[src/rtl/memory_responder_pkg.sv]
// Shared types and constants for the bus-side memory/I/O responder.
package memory_responder_pkg;

  typedef enum logic [1:0] {
    IDLE   = 2'd0,
    ACCESS = 2'd1,
    DONE   = 2'd2
  } state_t;

  // Control-unit strobes are active low
  localparam logic STROBE_ACTIVE = 1'b0;

  localparam logic [15:0] IO_BASE_DEFAULT = 16'hFF00;

endpackage

[src/rtl/memory_responder_wait_state_counter.sv]
// 4-bit load/decrement wait-state counter; saturates at zero instead of wrapping.
module wait_state_counter (
  input  logic       clk,
  input  logic       reset,
  input  logic       load,
  input  logic [3:0] load_val,
  input  logic       dec,
  output logic       zero
);

  logic [3:0] count;

  always_ff @(posedge clk) begin
    if (reset)                   count <= 4'd0;
    else if (load)               count <= load_val;
    else if (dec && count != 0)  count <= count - 4'd1;
  end

  assign zero = (count == 4'd0);

endmodule

[src/rtl/memory_responder.sv]
// Latches a strobed bus address, runs a fixed-wait memory or I/O access and
// signals completion with ready; rejected strobes in IDLE pulse bus_err.
module memory_responder
  import memory_responder_pkg::*;
#(
  parameter int ADDR_WIDTH  = 16,
  parameter int DATA_WIDTH  = 8,
  parameter int WAIT_STATES = 2,
  parameter logic [ADDR_WIDTH-1:0] IO_BASE = ADDR_WIDTH'(IO_BASE_DEFAULT)
) (
  input  logic                  clk,
  input  logic                  reset,
  input  logic [ADDR_WIDTH-1:0] addr_in,
  input  logic                  addr_valid,
  input  logic [DATA_WIDTH-1:0] data_in,
  input  logic                  read,
  input  logic                  write,
  output logic [DATA_WIDTH-1:0] data_out,
  output logic                  data_en,
  output logic                  ready,
  output logic                  bus_err,
  output logic [ADDR_WIDTH-1:0] mem_addr,
  output logic [DATA_WIDTH-1:0] mem_wdata,
  input  logic [DATA_WIDTH-1:0] mem_rdata,
  input  logic [DATA_WIDTH-1:0] io_rdata,
  output logic                  mem_re,
  output logic                  mem_we,
  output logic                  io_re,
  output logic                  io_we
);

  state_t state, next_state;
  logic   rd_act, wr_act, accept, reject, finish, cnt_zero;
  logic   is_read, is_io;

  assign rd_act = (read  == STROBE_ACTIVE);
  assign wr_act = (write == STROBE_ACTIVE);
  assign accept = (state == IDLE) && (rd_act ^ wr_act) && addr_valid;
  assign reject = (state == IDLE) && (rd_act | wr_act) && !accept;
  assign finish = (state == ACCESS) && cnt_zero;

  wait_state_counter u_wait (
    .clk      (clk),
    .reset    (reset),
    .load     (accept),
    .load_val (4'(WAIT_STATES)),
    .dec      (state == ACCESS),
    .zero     (cnt_zero)
  );

  always_ff @(posedge clk) begin
    if (reset) state <= IDLE;
    else       state <= next_state;
  end

  always_comb begin
    next_state = state;
    case (state)
      IDLE:    if (accept)             next_state = ACCESS;
      ACCESS:  if (cnt_zero)           next_state = DONE;
      DONE:    if (!rd_act && !wr_act) next_state = IDLE;
      default:                         next_state = IDLE;
    endcase
  end

  // Outputs decode only registered state so strobe glitches never reach them
  always_comb begin
    mem_re  = 1'b0;
    mem_we  = 1'b0;
    io_re   = 1'b0;
    io_we   = 1'b0;
    ready   = 1'b0;
    data_en = 1'b0;
    case (state)
      ACCESS: begin
        mem_re = is_read  && !is_io;
        mem_we = !is_read && !is_io;
        io_re  = is_read  &&  is_io;
        io_we  = !is_read &&  is_io;
      end
      DONE: begin
        ready   = 1'b1;
        data_en = is_read;
      end
      default: ;
    endcase
  end

  always_ff @(posedge clk) begin
    if (reset) begin
      mem_addr  <= '0;
      mem_wdata <= '0;
      data_out  <= '0;
      is_read   <= 1'b0;
      is_io     <= 1'b0;
      bus_err   <= 1'b0;
    end else begin
      bus_err <= reject;
      if (accept) begin
        mem_addr  <= addr_in;
        mem_wdata <= data_in;
        is_read   <= rd_act;
        is_io     <= (addr_in >= IO_BASE);
      end
      if (finish && is_read)
        data_out <= is_io ? io_rdata : mem_rdata;
    end
  end

endmodule

[config.mk]
export PLATFORM = sky130hd
export DESIGN_NAME = memory_responder
export DESIGN_NICKNAME = d
export VERILOG_FILES = /design/src/rtl/memory_responder_pkg.sv /design/src/rtl/memory_responder_wait_state_counter.sv /design/src/rtl/memory_responder.sv
export SDC_FILE = /design/constraint.sdc
export NUM_CORES = 1
export LEC_CHECK = 0
export ABC_CLOCK_PERIOD_IN_PS = 1650
export CAP_MARGIN = 20
export CORE_UTILIZATION = 37
export CTS_BUF_LIST = sky130_fd_sc_hd__clkbuf_4
export CTS_CLUSTER_DIAMETER = 50
export DETAILED_ROUTE_END_ITERATION = 16
export PLACE_DENSITY = 0.71
export SYNTH_ARGS = -nofsm -noshare
export SYNTH_HDL_FRONTEND = slang
export SYNTH_SLANG_ARGS = --single-unit
[constraint.sdc]
create_clock -name clk -period 1.65 [get_ports clk]
set_input_delay 0.33 -clock clk [delete_from_list [all_inputs] [get_ports clk]]
set_output_delay 0.33 -clock clk [all_outputs]
set_load 0.01 [all_outputs]
==> impl_metrics.ini <==
[synth]
syn_area_mm2 = 0.001692
syn_nets = 246
syn_avg_cell_area_um2 = 8.501
synth_cells = 199
synth_seq_cells = 41
synth_edf_count = 0
synth_cell_types = 30
ys.flop_type = dfxtp_1
ys_warn_count = 0
ys_seq_area_share_pct = 48.52
synthArstFlopShare_pct = 0

[route]
wl_mm = 4.274
viasPerCell = 4.988
vias = 1701
first_iter_violations = 62
wl_per_cell_um = 12.53
antenna_left = 0
drc = 0
first_pass_iters = 4

[floorplanning]
coreArea_mm2 = 0.004384
die_width_um = 69.62
ios = 84
rows = 24
initial_core_util_pct = 38.58
floorplan.die.height_um = 69.62
die_area_mm2 = 0.004846

[setup_path]
worst_path_max_delay_cell = clkdlybuf4s50_1
critPathArrivalTime_ns = 1.25
end_kind = primary output
r2r-start = u_wait.count[1]$_SDFFE_PP0P_
required_ns = 1.32
cp_cell_sequence = clkdlybuf4s50_1
cp.buffers_inverters = 1
r2r-end = data_out[6]$_SDFFE_PP0P_
cp_top_family = buffers and inverters
slowest_delay_ns = 0.54
critPathLaunchType = flop
cp_max_fo = 2
worstSetupPathType = reg2out
rr_worst_depth = 5
rrSetupSlack_ns = 0.14

[clocking]
clock_latency_ns = 0.35
cts_tree = done
clock_sinks = 41
path_clk_slew_ns = 0.12
clockBufferDepth = 2
numCtsBuffers = 5
cts_root_buffer = clkbuf_4
cts.htree.levels = 2

[sta]
finalMaxSlewViolations = 0
setup_tns_ns = 0
max_freq_mhz = 631.9
fin_skew_ns = 0.01117
min_period_over_period_pct = 95.91
finalHoldViolCount = 0
rsz0062_at_grt = false
max_slew_margin_pct = 80.16
setup_viol = 0
worst_slew_pin_slew_ns = 0.2949
fin_crit_ns = 1.583

[layout]
multi_input_area_um2 = 803.3
nets = 336
ff_latch_area_um2 = 823.3
drive_gt1_share_pct = 12.11
diodes = 0
syn_to_final_growth_pct = 59.99
fillers = 410
fin_area_mm2 = 0.002706

[placement]
routabilityCongestion = 0.8524
io_buffers = 83
dp_hpwl_mm = 3.062
placed_area_mm2 = 0.002645

[worst_hold_path]
holdCritStartpoint = mem_wdata[6]$_SDFFE_PP0P_
min_delay_worst_endpoint = mem_wdata[6]$_SDFFE_PP0P_
worstHoldPathType = reg2reg
hold_depth = 2

[global_routing]
track_usage_pct = 18.75
antenna_found_initial = 0
grt_max_degree = 35
grt_pass1_vias = 1652
grt_pass1_wl_mm = 7.245
overflow = 0

[power]
p_leak_nw = 0.9939
max-vdd-ir-drop_uv = 368.3
power.density_mw_per_mm2 = 764.0

[outcome]
status = completed

[job]
max_cap_viol_count = 0
-- synthesized netlist by cell type (2+ instances only) --
cell type	count	area share (%)
nand2_1	49	11
dfxtp_1	41	49
a21oi_1	37	11
a211oi_1	10	4.4
mux2i_1	9	5.3
buf_2	7	2.1
clkbuf_1	4	0.89
inv_1	4	0.89
o21ai_0	4	1.2
and2_1	3	1.1
nor2_1	3	0.67
nor3b_1	3	1.3
or3_1	3	1.1
buf_4	2	0.89
ha_1	2	1.5
nand2b_1	2	0.74
nand4_1	2	0.74
or4_1	2	0.89
-- state kept, by name, indices dropped and copies added, names as in the netlist --
register      flops
bus_err           1
data_out          8
is_io             1
is_read           1
mem_addr         16
mem_wdata         8
state             2
u_wait.count      4
-- placed cells by master (no fill, tap or decap), types with 3 or more instances in the layout --
master,n
clkbuf_4,5
a21oi_1,37
or3_1,3
clkdlybuf4s50_1,76
a211oi_1,10
nand2_1,49
buf_2,4
o21ai_0,4
mux2i_1,9
buf_4,13
and2_1,3
inv_1,4
dfxtp_1,39
-- cell type report --
cell class	instances	share of cell area, %
inverters	4	0.5548
multi-input cells	139	29.68
clock buffers	5	1.387
flip-flops and latches	41	30.42
clock inverters	2	0.4161
well taps	52	2.404
repair buffers	98	35.14
-- report_power, final --
group	switching, mW	leakage, nW	total (mW)	internal [mW]
registers	0.0296	0.335	1.08	1.05
logic	0.220	0.634	0.512	0.292
clock network	0.324	0.0247	0.477	0.153
-- cell families (layout without fill, tap and decap cells) --
logic type | count (synthesis) | in the layout | synth area share (%)
and+or+nand+nor | 75 | 75 | 21.67
AOI/OAI and AO/OA | 53 | 53 | 17.38
DFF | 41 | 41 | 48.52
buffers and inverters | 19 | 109 | 5.620
muxes | 9 | 9 | 5.326
adders and majority gates | 2 | 2 | 1.479
-- repair_timing --
action                                  4_1_cts  5_1_grt
gates resized for setup                      25        7
cloned                                        0        0
hold buffers                                  0        0
endpoints found under the setup margin        6       13
setup buffers                                 0        0
-- metal layers --
metal | GRT usage (%) | routed length, µm | vias up
met5 | 0 | 0 | -
met4 | 6.667 | 65 | 0
met3 | 5.523 | 259 | 5
met2 | 31.72 | 2000 | 54
met1 | 22.57 | 1949 | 784
li1 | - | - | 858
-- worst max path at each step --
stage / startpoint / endpoint / slack, ns / cells after the start
finish: mem_addr[8]$_SDFFE_PP0P_ / mem_addr[8] / 0.07 / 1
global route: u_wait.count[0]$_SDFFE_PP0P_ / data_out[6]$_SDFFE_PP0P_ / 0.004 / 6
CTS: state[0]$_SDFFE_PP0P_ / data_en / 0.008 / 4
detailed placement: read / mem_wdata[0]$_SDFFE_PP0P_ / -0.23 / 6
global placement: read / mem_addr[15]$_SDFFE_PP0P_ / -0.17 / 6
floorplan: state[0]$_SDFFE_PP0P_ / mem_re / 0.24 / 4
-- through the flow --
| step | setup WS, ns | util (%) | hold WS [ns] | power (mW) | std cells |
|---|---|---|---|---|---|
| final | 0.06747 | 61.73 | 0.4621 | 2.068 | 341 |
| after global routing | 0.004004 | 61.73 | 0.4829 | 2.179 | 341 |
| after CTS | 0.008442 | 61.27 | 0.4636 | 2.082 | 341 |
| after detailed placement | -0.2310 | 60.33 | 0.4459 | 1.609 | 334 |
| after global placement | -0.1675 | 60.33 | 0.4414 | 1.602 | 334 |
| after floorplan | 0.2406 | - | 0.4256 | 1.324 | 199 |
Note: power is estimated with default switching activity, not from simulation.
